===== config.mk =====
export PLATFORM = sky130hd
export DESIGN_NAME = wb_commit_monitor
export DESIGN_NICKNAME = d
export VERILOG_FILES = /design/src/rtl/wb_commit_monitor_pkg.sv /design/src/rtl/wb_commit_monitor_fifo.sv /design/src/rtl/wb_commit_monitor.sv
export SDC_FILE = /design/constraint.sdc
export NUM_CORES = 1
export LEC_CHECK = 0
export BUFFER_PORTS_ARGS = -buffer_cell sky130_fd_sc_hd__buf_2
export CAP_MARGIN = 20
export CORE_MARGIN = 5
export CORE_UTILIZATION = 50
export CTS_BUF_LIST = sky130_fd_sc_hd__clkbuf_16
export DETAILED_ROUTE_END_ITERATION = 8
export GPL_TIMING_DRIVEN = 0
export PLACE_DENSITY = 0.69
export SLEW_MARGIN = 10
export SYNTH_ARGS = -nofsm -noshare
export SYNTH_HDL_FRONTEND = slang
export SYNTH_SLANG_ARGS = --single-unit
export TNS_END_PERCENT = 100

===== constraint.sdc =====
create_clock -name clk -period 28.5 [get_ports clk]
set_input_delay 5.7 -clock clk [delete_from_list [all_inputs] [get_ports clk]]
set_output_delay 5.7 -clock clk [all_outputs]
set_load 0.01 [all_outputs]

===== src/rtl/wb_commit_monitor_pkg.sv =====
// Shared types and constants for the writeback commit monitor:
// the commit-record layout, halt-cause encodings and FSM states.
package wb_commit_monitor_pkg;

  localparam logic [31:0] JAL_SELF_LOOP = 32'h0000_006f;

  typedef enum logic [1:0] {
    CAUSE_NONE      = 2'b00,
    CAUSE_END_PC    = 2'b01,
    CAUSE_SELF_LOOP = 2'b10,
    CAUSE_WATCHDOG  = 2'b11
  } halt_cause_e;

  typedef enum logic [1:0] {
    ST_RUN,
    ST_DRAIN,
    ST_DONE
  } state_e;

  typedef struct packed {
    logic [31:0] pc;
    logic [4:0]  rd;
    logic [31:0] wdata;
  } commit_rec_t;

  // Records without a real register write carry rd=0 and wdata=0.
  function automatic commit_rec_t make_record(input logic [31:0] pc,
                                              input logic        regwrite,
                                              input logic [4:0]  rd,
                                              input logic [31:0] wdata);
    commit_rec_t rec;
    rec.pc    = pc;
    rec.rd    = (regwrite && rd != 5'd0) ? rd : 5'd0;
    rec.wdata = (regwrite && rd != 5'd0) ? wdata : 32'd0;
    return rec;
  endfunction

endpackage


===== src/rtl/wb_commit_monitor_fifo.sv =====
// Synchronous FIFO with a registered head word; a push into an empty (or
// emptying) FIFO is forwarded straight into the head register.
module commit_fifo #(
  parameter int DEPTH = 8,
  parameter int WIDTH = 69
) (
  input  logic                     clk,
  input  logic                     rstn,
  input  logic                     push,
  input  logic [WIDTH-1:0]         push_data,
  input  logic                     pop,
  output logic [WIDTH-1:0]         head,
  output logic                     empty,
  output logic                     full,
  output logic [$clog2(DEPTH):0]   count
);

  localparam int AW = $clog2(DEPTH);

  logic [WIDTH-1:0] mem [DEPTH];
  logic [AW-1:0]    wr_ptr;
  logic [AW-1:0]    rd_ptr;
  logic [AW-1:0]    rd_ptr_nxt;
  logic [AW:0]      count_nxt;
  logic             do_push;
  logic             do_pop;

  assign empty      = (count == '0);
  assign full       = (count == (AW+1)'(DEPTH));
  assign do_pop     = pop && !empty;
  assign do_push    = push && (!full || do_pop);
  assign rd_ptr_nxt = do_pop ? rd_ptr + 1'b1 : rd_ptr;
  assign count_nxt  = count + (AW+1)'(do_push) - (AW+1)'(do_pop);

  // NOTE: sequential state uses non-blocking assignments so every register
  // samples pre-edge values regardless of block ordering.
  always_ff @(posedge clk) begin
    if (rstn) begin
      wr_ptr <= '0;
      rd_ptr <= '0;
      count  <= '0;
      head   <= '0;
    end else begin
      count  <= count_nxt;
      rd_ptr <= rd_ptr_nxt;
      if (do_push) wr_ptr <= wr_ptr + 1'b1;
      if (count_nxt == '0)
        head <= '0;
      else if (do_push && wr_ptr == rd_ptr_nxt)
        head <= push_data;
      else
        head <= mem[rd_ptr_nxt];
    end
  end

  // NOTE: storage is deliberately not reset; occupancy and the head register
  // decide what is visible, so stale slots are never observed.
  always_ff @(posedge clk) begin
    if (do_push) mem[wr_ptr] <= push_data;
  end

endmodule


===== src/rtl/wb_commit_monitor.sv =====
// Retirement monitor: counts cycles and retirements, buffers commit records
// for a trace sink, and raises halted once the program ends and trace drains.
module wb_commit_monitor
  import wb_commit_monitor_pkg::*;
#(
  parameter logic [31:0] END_PC     = 32'h0000_0050,
  parameter int unsigned MAX_CYCLES = 40,
  parameter int unsigned FIFO_DEPTH = 8
) (
  input  logic        clk,
  input  logic        rstn,
  input  logic        wb_valid,
  input  logic [31:0] wb_pc,
  input  logic [31:0] wb_instr,
  input  logic        wb_regwrite,
  input  logic [4:0]  wb_rd,
  input  logic [31:0] wb_wdata,
  output logic        trace_valid,
  input  logic        trace_ready,
  output logic [31:0] trace_pc,
  output logic [4:0]  trace_rd,
  output logic [31:0] trace_wdata,
  output logic [31:0] retired_cnt,
  output logic [31:0] cycle_cnt,
  output logic        halted,
  output logic [1:0]  halt_cause,
  output logic        overflow
);

  localparam int CW = $clog2(FIFO_DEPTH) + 1;

  state_e      state;
  commit_rec_t rec;
  commit_rec_t head;
  logic        fifo_empty;
  logic        fifo_full;
  logic [CW-1:0] fifo_count;
  logic        push;
  logic        pop;
  logic        trigger;
  logic        drain_done;
  halt_cause_e cause_nxt;

  assign rec         = make_record(wb_pc, wb_regwrite, wb_rd, wb_wdata);
  assign push        = (state == ST_RUN) && wb_valid;
  assign trace_valid = !fifo_empty;
  assign pop         = trace_valid && trace_ready;
  // Look one edge ahead so halted can rise right after the last pop.
  assign drain_done  = fifo_empty || (pop && fifo_count == CW'(1));

  // NOTE: every output of a combinational block gets a default first,
  // otherwise an uncovered path infers a latch.
  always_comb begin
    cause_nxt = CAUSE_NONE;
    trigger   = 1'b1;
    if (wb_valid && wb_pc == END_PC)
      cause_nxt = CAUSE_END_PC;
    else if (wb_valid && wb_instr == JAL_SELF_LOOP)
      cause_nxt = CAUSE_SELF_LOOP;
    else if (MAX_CYCLES != 0 && cycle_cnt + 32'd1 == 32'(MAX_CYCLES))
      cause_nxt = CAUSE_WATCHDOG;
    else
      trigger = 1'b0;
  end

  always_ff @(posedge clk) begin
    if (rstn) begin
      state       <= ST_RUN;
      retired_cnt <= '0;
      cycle_cnt   <= '0;
      halted      <= 1'b0;
      halt_cause  <= CAUSE_NONE;
      overflow    <= 1'b0;
    end else begin
      case (state)
        ST_RUN: begin
          cycle_cnt <= cycle_cnt + 32'd1;
          if (wb_valid) retired_cnt <= retired_cnt + 32'd1;
          if (push && fifo_full && !pop) overflow <= 1'b1;
          if (trigger) begin
            state      <= ST_DRAIN;
            halt_cause <= cause_nxt;
          end
        end
        ST_DRAIN: begin
          if (drain_done) begin
            state  <= ST_DONE;
            halted <= 1'b1;
          end
        end
        ST_DONE: ;
        default: state <= ST_RUN;
      endcase
    end
  end

  commit_fifo #(
    .DEPTH (FIFO_DEPTH),
    .WIDTH ($bits(commit_rec_t))
  ) u_fifo (
    .clk       (clk),
    .rstn      (rstn),
    .push      (push),
    .push_data (rec),
    .pop       (pop),
    .head      (head),
    .empty     (fifo_empty),
    .full      (fifo_full),
    .count     (fifo_count)
  );

  assign trace_pc    = head.pc;
  assign trace_rd    = head.rd;
  assign trace_wdata = head.wdata;

endmodule


# Word level (Yosys, flattened, before mapping)
# Memories as Yosys holds them, arrays and structs flattened. A register that Yosys moved wholly into a read port is not among the register bits.
# Index checks and enable logic that the tools add are counted.
[op_classes] n_addsub=6 eq_ne=9 n_mux=14 n_bitwise=1 n_reduce_logical=25
[op_table] cell="adder 32 x 1 -> 32 bit, second input constant" n=2
[op_table] cell="== test 32 x 7 -> 1 bit, second input constant" n=2
[op_table] cell="== test 32 x 6 -> 1 bit, second input constant" n=1
[op_table] cell="two-way mux 32 bit" n=1
[op_table] cell="logical AND 1 bit" n=10
[op_table] cell="two-way mux 2 bit" n=5
[op_table] cell="logical NOT 4 bit" n=2
[op_table] cell="AND reduction 2 bit" n=4
[op_table] cell="adder 3 x 1 -> 3 bit, second input constant" n=2
[op_table] cell="case mux 2 bit (3 select lines)" n=1
[op_table] cell="two-way mux 1 bit" n=5
[op_table] cell="two-way mux 5 bit" n=1
[op_table] cell="nonzero test 5 bit" n=1
[op_table] cell="adder 4 x 1 -> 4 bit" n=1
[op_table] cell="== test 4 x 1 -> 1 bit, second input constant" n=1
[op_table] cell="== test 4 bit, second input constant" n=1
[op_table] cell="inequality test 2 bit, second input constant" n=2
[op_table] cell="subtractor 4 x 1 -> 4 bit" n=1
[op_table] cell="logical NOT 1 bit" n=3
[op_table] cell="two-way mux 3 bit" n=1
[op_table] cell="AND reduction 3 bit" n=1
[op_table] cell="== test 2 x 1 -> 1 bit, second input constant" n=1
[op_table] cell="== test 2 bit, second input constant" n=1
[op_table] cell="logical NOT 2 bit" n=1
[op_table] cell="other kinds (3)" n=4
[word_totals] regBits=80 ram_bits=552 input_bits=106 output_inout_bits=138 memories=1
[memory_table] name="u_fifo.mem" words=8 width=69 rd=1 rd_clocked_by_memory_dff=1 write_ports=1 line="wb_commit_monitor_fifo.sv:20" source="logic [WIDTH-1:0] mem [DEPTH];"

# Depth between registers and ports, before layout
[depth] depth_word=10 ltp_mapped=16 ltp_nobuf=14

# Modules after synthesis
# Synthesis repeated with hierarchy kept, for this count alone.
[unflattened] cells_unflattened=1774 hier_area_um2=28579.9
[modules_own_cells] module="commit_fifo" n_inst=1 cells_per_inst=1258 area_per_inst_um2=24504.8
[modules_own_cells] module="wb_commit_monitor" n_inst=1 cells_per_inst=516 area_per_inst_um2=4075.2

# Worst setup path before layout
# Ideal clock, no wire load.
[synth_path] path_kind="input to register" startpoint="in wb_valid" endpoint="mem u_fifo.mem[1][0], enable pin" setup_time_ns=0.691 t_arrival_ns=13.213 t_required_ns=27.809 slack_ns=14.595 cell_stages=4 path_buffers=1 cell_sequence="and2_1 buf_2 nand2_1 nor4b_1"
[synth_between] elab_chain_len=4
[synth_rtl] item="start, declared" line="wb_commit_monitor.sv:12" source="input logic wb_valid,"
[synth_rtl] item="logical AND 1 bit" line="wb_commit_monitor.sv:45" source="assign push = (state == ST_RUN) && wb_valid;"
[synth_rtl] item="logical AND 1 bit" line="wb_commit_monitor_fifo.sv:31" source="assign do_push = push && (!full || do_pop);"
[synth_rtl] item="two-way mux 1 bit" line="wb_commit_monitor_fifo.sv:59" source="if (do_push) mem[wr_ptr] <= push_data;"
[synth_rtl] item="two-way mux 1 bit (implied by the code)" line="wb_commit_monitor_fifo.sv:59"
[synth_rtl] item="end, declared" line="wb_commit_monitor_fifo.sv:20"
# No other way between the ends.

# Worst setup path after layout
[layout_path] startpoint="in wb_valid" endpoint="reg u_fifo.head[4], read port of u_fifo.mem"
[layout_between] elab_chain_len=6
[layout_rtl] item="logical AND 1 bit" line="wb_commit_monitor.sv:45"
[layout_rtl] item="logical AND 1 bit" line="wb_commit_monitor_fifo.sv:31"
[layout_rtl] item="via u_fifo.do_push" line="wb_commit_monitor_fifo.sv:25" source="logic do_push;"
[layout_rtl] item="adder 4 x 1 -> 4 bit" line="wb_commit_monitor_fifo.sv:33" source="assign count_nxt = count + (AW+1)'(do_push) - (AW+1)'(do_pop);"
[layout_rtl] item="subtractor 4 x 1 -> 4 bit" line="wb_commit_monitor_fifo.sv:33"
[layout_rtl] item="logical NOT 4 bit" line="wb_commit_monitor_fifo.sv:47" source="if (count_nxt == '0)"
[layout_rtl] item="OR reduction 2 bit (no source line)"
[layout_rtl] item="end, declared" line="wb_commit_monitor_fifo.sv:12" source="output logic [WIDTH-1:0] head,"
# The timed path passes the listed nets, and every way through them passes these cells.
# A chain may end at the register's enable or synchronous reset.

==> impl.org <==
** Pwr
- Gate power share :: 0.298
- Cell internal power was estimated by the tool at 2.106 mW.
- Total power divided by cell area :: 93.81 nW/um2
- The analysis attributes to cell leakage a power of 11.76 nW.
- Relative contribution of the clock network to total power :: 0.297
- IR analysis of the VDD net gives a maximum drop of 0.05890 mV.
- The share of total power dissipated in sequential elements is 0.405.
- Of the total power, the share spent switching nets is 0.3106.
- The analysis attributes to net switching a power of 0.9491 mW.

** Drt
- DRC viols :: 0
- The routed design has 67350 um of wire.
- The detail route stage leaves a number of antenna-violating nets equal to 0.
- Across all layers, the routed design uses 16540 vias.
- DRC violation total after the first TritonRoute iteration :: 1509
- The pre-antenna-repair detailed-routing pass consisted of 5 iterations.
- After detailed routing, the average wire length per cell comes to 23.76 um.
- Via density per instance :: 5.836

** Timing
- Maximum operating frequency :: 109.5 MHz
- Unrepaired setup endpoints after global routing :: no
- The number of max-slew violations in the final report came to 0.
- Final hold violations :: 0
- Worst hold margin :: 0.4860 ns
- Fin worst setup slack :: 19.37 ns
- In the finished design, the share of the clock period the worst path needs comes to 0.3205.
- Subtracting the final worst setup slack from the clock period gives 9.133 ns.
- Adding up every negative setup slack in the final design gives 0 ns.
- At the pin with the least slew margin, the transition time is 0.9539 ns.
- Worst-case headroom to the max-slew limit :: 0.3624
- Between clock sinks in the finished design, the worst skew comes to 0.02785 ns.
- Setup Viol. Count Final :: 0

** Die
- Width of the die :: 244.3 um
- Top-level port count :: 244
- Measured along the y axis, the die boundary spans 244.3 um.
- For this configuration, the core starts out at a cell density of 0.5072.
- Placeable Area :: 54130 um2
- Number of standard-cell rows in the floorplan :: 85
- Die area :: 59700 um2

** Critical path
- Worst endpoint required time :: 28.92 ns
- Data arrival time at the worst-slack endpoint :: 9.55 ns
- Delay-heaviest family, CP :: buffers and inverters
- Critical R2R Launch :: u_fifo.count[2]$_SDFF_PP0_
- Critical path's largest stage delay :: 0.64 ns
- STA classifies the critical path startpoint as an input port.
- Walking the worst path, the cells encountered are buf_2 -> and2_1 -> buf_2 -> nand2_1 -> clkinv_1 -> ha_1 -> a21o_1 -> a21oi_1 -> xnor2_1 -> nor2_1 -> nor4_2 -> buf_4 -> clkbuf_1 -> clkbuf_1 -> a311oi_1.
- Counting cells, the worst reg-to-reg path comes to 17.
- In this run the worst path has a maximum fanout of 10.
- Reg-to-Reg End :: u_fifo.head[4]$_SDFF_PP0_
- Path type of the worst setup path :: in -> reg
- Critical path endpoint category :: register
- Together, buffers and inverters on the worst path number 6.
- Tracing the worst setup path back leads to its startpoint at wb_valid.
- For this design, the slowest cell found on the critical path is sky130_fd_sc_hd__clkbuf_1.
- Slack of the worst reg-to-reg path :: 23.80 ns

** Min path
- Startpoint of the most critical hold path :: overflow$_SDFFE_PP0P_
- Worst hold endpoint :: overflow$_SDFFE_PP0P_
- Min-Delay Path Class :: reg -> reg
- Counting instances, the worst hold path has a depth of 2.

** Yosys
- In this run the mean area of a mapped cell was 16.29 um2.
- The synthesized design contains 701 register bits.
- For this run, the register share of the synthesized area comes to 0.7124.
- Cell variety after synth :: 61
- Predominant post-synthesis flop cell :: sky130_fd_sc_hd__edfxtp_1
- Number of flops mapped to enable cells by yosys :: 552
- When the netlist entered floorplanning its net count stood at 1803.
- Number of instances in the synthesized netlist :: 1685
- Share of synthesized flip-flops with an asynchronous set or reset :: 0
- Post-synthesis instance area :: 27460 um2
- Yosys printed 0 warnings.

** Outcome
- The flow ran to the end, and the final reports show no timing, DRC or antenna violations.

** CTS
- # hold bufs at CTS :: 0
- Clock transition time at the flip-flop clock pins of the worst setup and hold paths :: 0.06 ns
- CTS tree :: done
- Count of buffers added by post-CTS timing repair for setup :: 0
- After clock tree synthesis, the repair step resized 0 gates.
- Counting the buffers created by CTS gives 73.
- At the later pin of the worst-skew pair, clock insertion delay measures 0.61 ns.
- The clock passes through at most 3 buffers.
- Number of H-tree branching levels :: 3
- CTS placed an instance of sky130_fd_sc_hd__clkbuf_16 at the clock tree root.
- CTS saw 701 sinks.

** Final layout
- From synthesis to final layout, the design area changed by 18.62%.
- For this run, the share of the core covered by cells in the final layout is 0.6017.
- Fin area :: 32570 um2
- Of the cells placed in the final design, the portion with a size suffix greater than 1 is 0.2941.
- The layout has 4060 filler cells.
- After the last flow step, the layout net total stands at 2192.

** Global route
- Across every metal layer, demand over resource in global routing totals 0.2254.
- The number of antenna violations at the first check in global routing came to 5.
- The number of global-route vias before repair is 17020.
- Entering global routing, the biggest net connects 22 pins.
- Sum of overflow across all layers after global routing :: 0
- First-pass GRT wire length :: 103000 um

** Placement
- Final Wtd Congestion :: 0.8843
- Placed wire-length estimate after detailed placement :: 45380 um
- Total cell area at the placement stage :: 30270 um2
- Count of input and output buffers :: 242
- Setup WS pre-CTS :: 18.77 ns

** Run
- The tool flagged a number of max-cap violations equal to 0.
-- power groups by stage --
| stage | Combinational, mW | Sequential, mW | Clock [mW] |
|---|---|---|---|
| detailed placement | 0.921 | 1.26 | 0 |
| global placement | 0.895 | 1.27 | 0 |
| floorplan | 0.568 | 1.28 | 0 |
| finish | 0.911 | 1.24 | 0.908 |
| global route | 0.991 | 1.24 | 0.972 |
| CTS | 0.929 | 1.24 | 0.925 |
-- stage by stage --
| stage | std cells | power [mW] |
|---|---|---|
| after floorplan | 1685 | 1.852 |
| after global placement | 2623 | 2.167 |
| after detailed placement | 2695 | 2.178 |
| after CTS | 2828 | 3.091 |
| after global routing | 2831 | 3.207 |
| final | 2834 | 3.055 |
-- cell families (layout without fill, tap and decap cells) --
kind of cell,count (synthesis),in the layout,share of synthesized area
multiplexers,146,146,0.1162
AND/OR/NAND/NOR,515,515,0.08959
XOR/XNOR,67,67,0.02165
flip-flops,701,701,0.7124
other,0,6,0
buffers and inverters,114,561,0.01873
adder cells (fa/ha/maj),12,12,0.005742
AO/OA/AOI/OAI,130,130,0.03577
-- worst max-delay path by stage --
stage                                  end  slack (ns)  cells past startpoint
3_5_place_dp     u_fifo.head[4]$_SDFF_PP0_       18.77                     15
5_1_grt          u_fifo.head[4]$_SDFF_PP0_       19.19                     15
2_1_floorplan   u_fifo.mem[1][0]$_DFFE_PP_       14.60                      4
4_1_cts          u_fifo.head[4]$_SDFF_PP0_       19.43                     15
6_report         u_fifo.head[4]$_SDFF_PP0_       19.37                     15
3_3_place_gp   u_fifo.mem[1][24]$_DFFE_PP_        7.14                      5
-- cell usage after synthesis (all sizes together) (2+ instances only) --
cell type | count | area share
a211o | 2 | 0.00064
a211oi | 3 | 0.0010
a21oi | 19 | 0.0035
a311oi | 69 | 0.022
a31oi | 4 | 0.00091
a41oi | 2 | 0.00064
and2 | 40 | 0.0091
and3 | 8 | 0.0018
and4 | 6 | 0.0019
buf | 54 | 0.010
clkbuf | 43 | 0.0059
dfxtp | 149 | 0.11
edfxtp | 552 | 0.60
ha | 11 | 0.0050
inv | 16 | 0.0022
mux2i | 7 | 0.0026
mux4 | 138 | 0.11
nand2 | 180 | 0.025
nand2b | 3 | 0.00068
nand3 | 25 | 0.0047
nand4 | 33 | 0.0080
nand4b | 2 | 0.00064
nor2 | 149 | 0.021
nor2b | 2 | 0.00046
nor3 | 18 | 0.0041
nor3b | 2 | 0.00055
nor4 | 19 | 0.0053
nor4b | 4 | 0.0013
o21a | 3 | 0.00082
o21ai | 19 | 0.0035
o31ai | 2 | 0.00055
or2 | 5 | 0.0011
or3 | 15 | 0.0034
or4 | 3 | 0.00082
xnor2 | 24 | 0.0077
xor2 | 43 | 0.014
-- placed cells by master, fill, tap and decap left out, types with 18 or more instances in the layout --
| cell type | Yosys | routed |
|---|---|---|
| sky130_fd_sc_hd__buf_4 | 11 | 56 |
| sky130_fd_sc_hd__edfxtp_1 | 552 | 552 |
| sky130_fd_sc_hd__buf_2 | 35 | 280 |
| sky130_fd_sc_hd__and2_1 | 40 | 40 |
| sky130_fd_sc_hd__a21oi_1 | 19 | 19 |
| sky130_fd_sc_hd__nand2_1 | 179 | 179 |
| sky130_fd_sc_hd__clkbuf_1 | 42 | 42 |
| sky130_fd_sc_hd__o21ai_0 | 18 | 18 |
| sky130_fd_sc_hd__xnor2_1 | 24 | 24 |
| sky130_fd_sc_hd__nor2_1 | 148 | 147 |
| sky130_fd_sc_hd__clkbuf_16 | 0 | 76 |
| sky130_fd_sc_hd__a311oi_1 | 69 | 69 |
| sky130_fd_sc_hd__dfxtp_1 | 149 | 149 |
| sky130_fd_sc_hd__mux4_2 | 138 | 138 |
| sky130_fd_sc_hd__xor2_1 | 42 | 42 |
| sky130_fd_sc_hd__nand4_1 | 31 | 31 |
| sky130_fd_sc_hd__nand3_1 | 24 | 24 |
| sky130_fd_sc_hd__inv_1 | 16 | 32 |
-- per-layer routing --
metal  track usage  share of wire  vias up
met5             0        0.00040        -
met4       0.07883          0.030        4
met3       0.05067          0.083      127
met2        0.3706           0.49      700
met1        0.3006           0.40     8373
li1              -              -     7336
-- flip-flops by register name (all words and copies together) (netlist names) --
name and flops:
u_fifo.wr_ptr 3, halt_cause 2, u_fifo.mem 552, cycle_cnt 32, retired_cnt 32, halted 1, u_fifo.count 4, state 2
overflow 1, u_fifo.head 69, u_fifo.rd_ptr 3
-- area by class of cell --
type / count / area, um2 / area share
flip-flops and latches: 701 / 19560 / 0.6005
multi-input cells: 870 / 7435 / 0.2283
clock buffers: 76 / 1902 / 0.05839
repair buffers: 314 / 1887 / 0.05793
well taps: 696 / 870.8 / 0.02674
plain buffers: 97 / 450.4 / 0.01383
clock inverters: 57 / 387.9 / 0.01191
inverters: 17 / 63.81 / 0.001959
diodes: 6 / 15.01 / 0.0004610
-- worst register-to-register path: stages, from the launching register on --
cell	delay, ns
sky130_fd_sc_hd__dfxtp_1	0.29
sky130_fd_sc_hd__inv_1	0.09
sky130_fd_sc_hd__ha_1	0.18
sky130_fd_sc_hd__nand3_1	0.18
sky130_fd_sc_hd__nand2_2	0.25
sky130_fd_sc_hd__nand3_1	0.11
sky130_fd_sc_hd__nand2_1	0.23
sky130_fd_sc_hd__clkinv_1	0.29
sky130_fd_sc_hd__ha_1	0.30
sky130_fd_sc_hd__a21o_1	0.19
sky130_fd_sc_hd__a21oi_1	0.19
sky130_fd_sc_hd__xnor2_1	0.14
sky130_fd_sc_hd__nor2_1	0.08
sky130_fd_sc_hd__nor4_2	0.38
sky130_fd_sc_hd__buf_4	0.25
sky130_fd_sc_hd__clkbuf_1	0.65
sky130_fd_sc_hd__clkbuf_1	0.52
sky130_fd_sc_hd__a311oi_1	0.19
Note: power is estimated with default switching activity, not from simulation.
